File: src/rtl/reaction_ctrl.sv
// rtl/reaction_ctrl.sv - reaction-timer game controller
// Sequences start lights, random hold and reaction timing; keeps last and best times.
module reaction_ctrl #(
  parameter int MAX_MS     = 9999,
  parameter int LIGHTS_TMO = 2000
) (
  input  logic        clk,
  input  logic        rst_n,
  input  logic        tick_ms,
  input  logic        start_btn,
  input  logic        react_btn,
  input  logic        lights_done,
  input  logic        time_out,
  output logic        trigger,
  output logic [13:0] rt_ms,
  output logic [13:0] best_ms,
  output logic        result_valid,
  output logic        false_start,
  output logic        fault,
  output logic        busy
);

  localparam logic [13:0] LP_MAX = 14'(MAX_MS);
  localparam logic [13:0] LP_TMO = 14'(LIGHTS_TMO);

  typedef enum logic [2:0] {
    S_IDLE, S_ARM, S_LIGHTS, S_HOLD, S_TIMING, S_RESULT, S_FALSE, S_FAULT
  } state_t;

  state_t      r_state;
  logic [13:0] r_cnt;
  logic        r_trigger;
  logic [13:0] r_rt_ms;
  logic [13:0] r_best_ms;
  logic        r_result_valid;
  logic        r_false_start;
  logic        r_fault;
  logic        r_busy;

  logic [13:0] w_cnt_inc;
  assign w_cnt_inc = r_cnt + 14'd1;

  always_ff @(posedge clk or negedge rst_n) begin
    if (!rst_n) begin
      r_state        <= S_IDLE;
      r_cnt          <= '0;
      r_trigger      <= 1'b0;
      r_rt_ms        <= '0;
      r_best_ms      <= LP_MAX;
      r_result_valid <= 1'b0;
      r_false_start  <= 1'b0;
      r_fault        <= 1'b0;
      r_busy         <= 1'b0;
    end else begin
      r_trigger <= 1'b0;
      case (r_state)
        S_IDLE, S_RESULT, S_FALSE, S_FAULT: begin
          if (start_btn) begin
            r_state        <= S_ARM;
            r_trigger      <= 1'b1;
            r_result_valid <= 1'b0;
            r_false_start  <= 1'b0;
            r_fault        <= 1'b0;
            r_busy         <= 1'b1;
            r_cnt          <= '0;
          end
        end
        S_ARM: begin
          r_state <= S_LIGHTS;
        end
        S_LIGHTS: begin
          if (react_btn) begin
            r_state       <= S_FALSE;
            r_false_start <= 1'b1;
            r_busy        <= 1'b0;
          end else if (lights_done) begin
            r_state <= S_HOLD;
          end else if (tick_ms) begin
            r_cnt <= w_cnt_inc;
            if (w_cnt_inc >= LP_TMO) begin
              r_state <= S_FAULT;
              r_fault <= 1'b1;
              r_busy  <= 1'b0;
            end
          end
        end
        // A response coinciding with time_out still counts as anticipating the lights.
        S_HOLD: begin
          if (react_btn) begin
            r_state       <= S_FALSE;
            r_false_start <= 1'b1;
            r_busy        <= 1'b0;
          end else if (time_out) begin
            r_state <= S_TIMING;
            r_cnt   <= '0;
          end
        end
        S_TIMING: begin
          if (react_btn) begin
            r_state        <= S_RESULT;
            r_rt_ms        <= r_cnt;
            r_result_valid <= 1'b1;
            r_busy         <= 1'b0;
            if (r_cnt < r_best_ms && r_cnt != LP_MAX)
              r_best_ms <= r_cnt;
          end else if (tick_ms) begin
            if (w_cnt_inc >= LP_MAX) begin
              r_cnt          <= LP_MAX;
              r_state        <= S_RESULT;
              r_rt_ms        <= LP_MAX;
              r_result_valid <= 1'b1;
              r_busy         <= 1'b0;
            end else begin
              r_cnt <= w_cnt_inc;
            end
          end
        end
        default: begin
          r_state <= S_IDLE;
          r_busy  <= 1'b0;
        end
      endcase
    end
  end

  assign trigger      = r_trigger;
  assign rt_ms        = r_rt_ms;
  assign best_ms      = r_best_ms;
  assign result_valid = r_result_valid;
  assign false_start  = r_false_start;
  assign fault        = r_fault;
  assign busy         = r_busy;

endmodule

File: config.mk
export PLATFORM = sky130hd
export DESIGN_NAME = reaction_ctrl
export DESIGN_NICKNAME = d
export VERILOG_FILES = /design/src/rtl/reaction_ctrl.sv
export SDC_FILE = /design/constraint.sdc
export NUM_CORES = 1
export LEC_CHECK = 0
export ABC_AREA = 1
export CORE_MARGIN = 4
export CORE_UTILIZATION = 55
export CTS_CLUSTER_DIAMETER = 40
export DETAILED_ROUTE_END_ITERATION = 16
export PLACE_DENSITY = 0.82
export SLEW_MARGIN = 0
export SYNTH_ARGS = -nofsm -noshare
export SYNTH_HDL_FRONTEND = slang
export SYNTH_SLANG_ARGS = --single-unit
File: constraint.sdc
create_clock -name clk -period 2.2 [get_ports clk]
set_input_delay 0.44 -clock clk [delete_from_list [all_inputs] [get_ports clk]]
set_output_delay 0.44 -clock clk [all_outputs]
set_load 0.01 [all_outputs]
==> metrics.txt, run 1 <==
Initial Utilization=0.580; routed len/inst=14.2 um; core box area=~5200 um^2; Main synth FF type=dfrtp_1; 1st-iter DRT viols=208; placement row count=26; synthesized cell area=3020 um^2; syn_nets=394; Slew Viols, Final=0; drt first pass iters=5; WL final=6.98 mm; number of flops mapped to enable cells by yosys=0; setup_tns=0 ps; Clk pin slew, worst setup/hold paths=100 ps; FFs w/ async S/R, synth=1.00; DRC viols=0; DRT antenna net count=0; Gate Count Post-Synth=372; CP required=between 2000 and 2500 ps; post-CTS setup buffer count=0; critical path depth in cells=13; CP startpoint kind=flop; hold buffer count at CTS=0; H-tree depth=2; Worst path slowest cell=dfrtp_1; crit end category=flop; Root Driver=clkbuf_8; die width=82.1 um; gp weighted congestion=1.01; pwr dens=1080 nW/um^2; synth unique cells=32; yosys synthesis warning count=0; Crit Path Category=reg2reg; Slew HR=0.765; Seq cells post-synth=50; Avg Inst Size Synth=slightly above 8 um^2; HPWL Detailed=~5.3 mm; antenna violations before repair=0; worst-path fanout max=5; first-pass GRT wire length=11.5 mm; Vias/cell=between 5 and 6; status=complete, no violations; die area=6740 um^2; area delta synth->final=22.5%; Port Buffer Count=39; CTS tree=yes; Max-Cap Viols=0; Hold Fails Final Rpt=0; Hold Crit Class=in2async; post-place setup slack=70.0 ps; Design Power=about 4 mW; Max Clk Rate=roughly 490 MHz; worst skew pair latency=300 ps; GRT overflow=0; IO Count=40; period utilisation layout=0.930; Critical Path AT=2280 ps; layout cell share with drive strength beyond 1=0.180; CP top delay family=simple AND/OR/NAND/NOR gates; largest net degree at the start of global routing=29; clock skew=11.4 ps; Final nets=444; ANT cells=0; vias post-DR=2676; maximum vdd drop=715 uV; R2R depth=13; Max clock buf depth=2; CP max stage delay=approximately 380 ps; GRT Util Overall=0.222; crit path time final=2050 ps; Clock Sinks=50; leakage=approximately 1.7 nW; Buf/Inv on CP=2; setup ws final=154 ps; most used cell, CP=nand2_1; Seq/Total Area, Yosys=0.418; vias in the first global route=2510; actual slew at the worst max-slew pin=352 ps; crit-path cells=ha_2 > nand2_1 > nor2_4 > nand3_1 > xor2_2 > nand2_1 > inv_1 > nand2_1 > nand2_2 > inv_1 > nand2_2 > nand2_1 > o21ai_1; post-CTS sizing=0; Num CTS Buffers=5; Die Ht=82.1 um; final setup fails=0
==> worst paths after layout <==
check | start | endpoint | slack (ps)
setup / recovery | r_cnt[0] | r_cnt[12] | 150
hold / removal | rst_n | r_cnt[3] | 30
setup reg to reg | r_cnt[0] | r_cnt[12] | 150
hold reg to reg | busy | busy | 480
max in group asynchronous | rst_n | false_start | 1580
min in group clk | busy | busy | 480
==> cell type report <==
cell class                 count  area, um^2
clock buffer                   5        68.8
clock inverter                 3        43.8
fill                         387        1500
inverter                      54         208
multi-input combinational    263        1570
sequential                    50        1260
tap                           70        87.6
timing repair buffer          48         465
==> cells by family after synthesis <==
kind of cell               share of synthesized area
adders and majority gates                     0.0621
buffers and inverters                         0.0841
AOI/OAI and AO/OA                              0.147
xor gates and xnor gates                      0.0116
and+or+nand+nor                                0.277
DFF                                            0.418
==> where the power goes <==
group	internal (mW)	switching [mW]
Clock	0.341	0.306
Sequential	1.22	0.197
Combinational	0.877	1.05
Total	2.44	1.56
==> registers in the layout, indices dropped and copies added, names as in the netlist <==
register and flops:
fault 1, best_ms 14, trigger 1, result_valid 1, false_start 1, r_cnt 14
rt_ms 14, r_state 3, busy 1
==> metrics by stage <==
step,utilization,cell area (um^2),instances,hold slack [ps]
finish,0.711,3700,493,25.1
global route,0.711,3700,493,43.0
CTS,0.699,3640,493,26.2
detailed placement,0.678,3530,485,360
global placement,0.678,3530,485,362
floorplan,-,3020,372,144
==> cell usage after synthesis, types with 2 or more instances <==
cell type	instances	share of area
o221ai_1	2	0.0058
nor3_1	5	0.0083
o21ai_0	14	0.023
inv_2	2	0.0025
a22oi_2	8	0.033
nor2_1	30	0.037
nand2_2	3	0.0062
dfstp_2	8	0.070
nor2_2	7	0.014
o21ai_2	14	0.041
nand3b_1	2	0.0050
dfrtp_1	42	0.35
nand2_1	95	0.12
xor2_1	4	0.012
nand3_1	22	0.036
o22ai_1	2	0.0041
ha_1	15	0.062
inv_1	51	0.063
nand4_1	9	0.019
a21oi_1	10	0.017
nand2_4	2	0.0075
buf_6	3	0.011
o21ai_1	13	0.022
==> placed cells by master, fill, tap and decap left out, types with 2 or more instances in the layout <==
cell	count
a22oi_2	8
xor2_2	2
nand3_2	2
nor2_1	27
nor2_4	4
inv_6	2
o21ai_0	13
buf_4	8
o21ai_1	14
nand3_1	20
clkbuf_8	5
o22ai_1	2
clkdlybuf4s50_1	38
nand3b_1	2
nor3_1	5
inv_2	2
inv_1	51
nor2_2	7
ha_1	14
nand4_1	9
o221ai_1	2
nand2_2	4
nand2_1	94
dfrtp_1	42
xor2_1	2
dfstp_2	8
o21ai_2	14
a21oi_1	10
==> routing by layer <==
layer / wire (um) / global-route usage / vias up
met1: 3220 / 0.317 / 1232
met5: 0 / 0 / -
met3: 489 / 0.0445 / 6
met2: 3230 / 0.350 / 120
li1: - / - / 1318
met4: 48 / 0.0515 / 0
No activity file was read; power rests on OpenSTA's default activity.
==> run 2, diff against run 1 <==
--- a/config.mk
+++ b/config.mk
@@ -8,8 +8,8 @@
 export ABC_AREA = 1
 export CORE_MARGIN = 4
-export CORE_UTILIZATION = 55
+export CORE_UTILIZATION = 50
 export CTS_CLUSTER_DIAMETER = 40
 export DETAILED_ROUTE_END_ITERATION = 16
-export PLACE_DENSITY = 0.82
+export PLACE_DENSITY = 0.78
 export SLEW_MARGIN = 0
 export SYNTH_ARGS = -nofsm -noshare
==> constraint.sdc (replaced) <==
create_clock -name clk -period 1.7 [get_ports clk]
set_input_delay 0.34 -clock clk [delete_from_list [all_inputs] [get_ports clk]]
set_output_delay 0.34 -clock clk [all_outputs]
set_load 0.1 [all_outputs]
==> metrics.txt, run 2 (same netlist as run 1, synthesis figures left out) <==
placement row count=28 (was 26); minimum hold slack=534 ps (was 25.1 ps); setup_tns=-21770 ps (was 0 ps); layout cell share with drive strength beyond 1=0.507 (was 0.180); setup ws final=-566 ps (was 154 ps); r2r setup slk=-570 ps (was 150 ps); final instance area=5070 um^2 (was 3700 um^2); CP required=1950 ps (was 2430 ps); Clk pin slew, worst setup/hold paths=100 ps (about the same); GRT Util Overall=0.307 (was 0.222); Port Buffer Count=39 (unchanged); clock skew=10.8 ps (was 11.4 ps); leakage=2.34 nW (was 1.67 nW); Num CTS Buffers=5 (unchanged); status=finished with violations (was complete, no violations); antenna violations before repair=0 (unchanged); Final nets=532 (was 444); R2R depth=13 (unchanged); Crit Path Category=reg2reg (unchanged); DRT antenna net count=0 (unchanged); Hold Crit Class=in2async (unchanged); worst-path fanout max=5 (unchanged); Hold Fails Final Rpt=0 (unchanged); Die Ht=85.7 um (was 82.1 um); die width=85.7 um (was 82.1 um); CTS tree=yes (unchanged); RSZ-0062 raised after global routing=true; Slew HR=0.542 (was 0.765); Clock Sinks=50 (unchanged); vias post-DR=3579 (was 2676); Multi-input gate area=1850 um^2 (was 1570 um^2); largest net degree at the start of global routing=28 (was 29); drt first pass iters=8 (was 5); post-place setup slack=-322 ps (was 70.0 ps); IO Count=40 (unchanged); register area=1300 um^2 (was 1260 um^2); Max clock buf depth=2 (unchanged); vias in the first global route=3651 (was 2510); crit end category=flop (unchanged); most frequent cells in the layout=buf_4, nand2_1, inv_1 (was nand2_1, inv_1, dfrtp_1); maximum vdd drop=1910 uV (was 715 uV); Slew Viols, Final=0 (unchanged); crit path time final=2270 ps (was 2050 ps); area delta synth->final=67.9% (was 22.5%); HPWL Detailed=6.62 mm (was 5.30 mm); Design Power=9.32 mW (was 4.00 mW); first-pass GRT wire length=17.7 mm (was 11.5 mm); Critical Path AT=2510 ps (was 2280 ps); CP startpoint kind=flop (unchanged); H-tree depth=2 (unchanged); final setup fails=48 (was 0); 1st-iter DRT viols=450 (was 208); core box area=5890 um^2 (was 5200 um^2); GRT overflow=0 (unchanged); DRC viols=0 (unchanged); Initial Utilization=0.513 (was 0.580); actual slew at the worst max-slew pin=684 ps (was 352 ps); pwr dens=1840 nW/um^2 (was 1080 nW/um^2); Max-Cap Viols=0 (unchanged); Max Clk Rate=441 MHz (was 489 MHz); WL final=12.6 mm (was 6.98 mm); Root Driver=clkbuf_8 (unchanged); violated checks=setup timing; die area=7350 um^2 (was 6740 um^2); gp weighted congestion=0.890 (was 1.01); ANT cells=0 (unchanged); placed cell areas=4500 um^2 (was 3530 um^2); Vias/cell=6.11 (was 5.43); fillers=267 (was 387); period utilisation layout=1.33 (was 0.930); routed len/inst=21.5 um (was 14.2 um); worst skew pair latency=320 ps (was 300 ps); commonest non-fill, non-tap cell in the layout=buf_4 (was nand2_1)
run 2: cell count changes in the layout (fill, tap and decap cells not counted), sizes merged:
| cell | change |
|---|---|
| nand2 | +1 |
| dlygate4sd3 | +1 |
| clkinv | -1 |
| clkdlybuf4s50 | -33 |
| buf | +118 |
| clkbuf | +1 |
| inv | +1 |
run 2: worst paths after layout:
path / endpoint / startpoint
min in group clk: busy / busy
min reg2reg: busy / busy
max: r_cnt[8] / r_cnt[7]
max reg2reg: r_cnt[8] / r_cnt[7]
max in group asynchronous: r_cnt[7] / rst_n
min: best_ms[12] / rst_n
run 2: final cells by class:
class	count	area share
well taps	75	0.0185
inverters	54	0.0419
clock buffers	5	0.0136
multi-input cells	264	0.365
flip-flops and latches	50	0.256
clock inverters	3	0.00938
repair buffers	135	0.296
run 2: repair_timing:
item	4_1_cts	5_1_grt
pin swaps	12	12
cloned	0	3
setup buffers	7	4
setup endpoints to repair	48	48
hold buffers	0	1
hold endpoints to repair	0	6
gates resized for setup	53	25
run 2: power breakdown:
part	total (mW)	internal [mW]	switching, mW
clock network	0.912	0.450	0.462
logic	6.39	2.37	4.03
registers	2.02	1.61	0.411
run 2: metal layers:
metal  vias up  share of wire  routed length, um  track usage
li1       1493              -                  -            -
met1      1695           0.36               4470        0.367
met2       290           0.47               5890        0.500
met3       101           0.11               1400       0.0884
met4         0          0.064                811        0.163
met5         -              0                  0            0
run 2: worst max-delay path: stages, from the launching register on:
cell	delay, ps
dfrtp_2	480
nand2_1	210
nor2_1	250
nand4_1	150
nand2_2	130
nand2_1	80
nor2_2	130
nand2_1	90
nand2_2	90
nand2_4	110
nor2_4	220
buf_4	150
o21ai_2	40
o21ai_1	70
run 2: stage by stage:
stage,utilization,std cells
3_3_place_gp,0.765,563
4_1_cts,0.830,578
5_1_grt,0.862,586
6_report,0.862,586
2_1_floorplan,-,372
3_5_place_dp,0.765,563
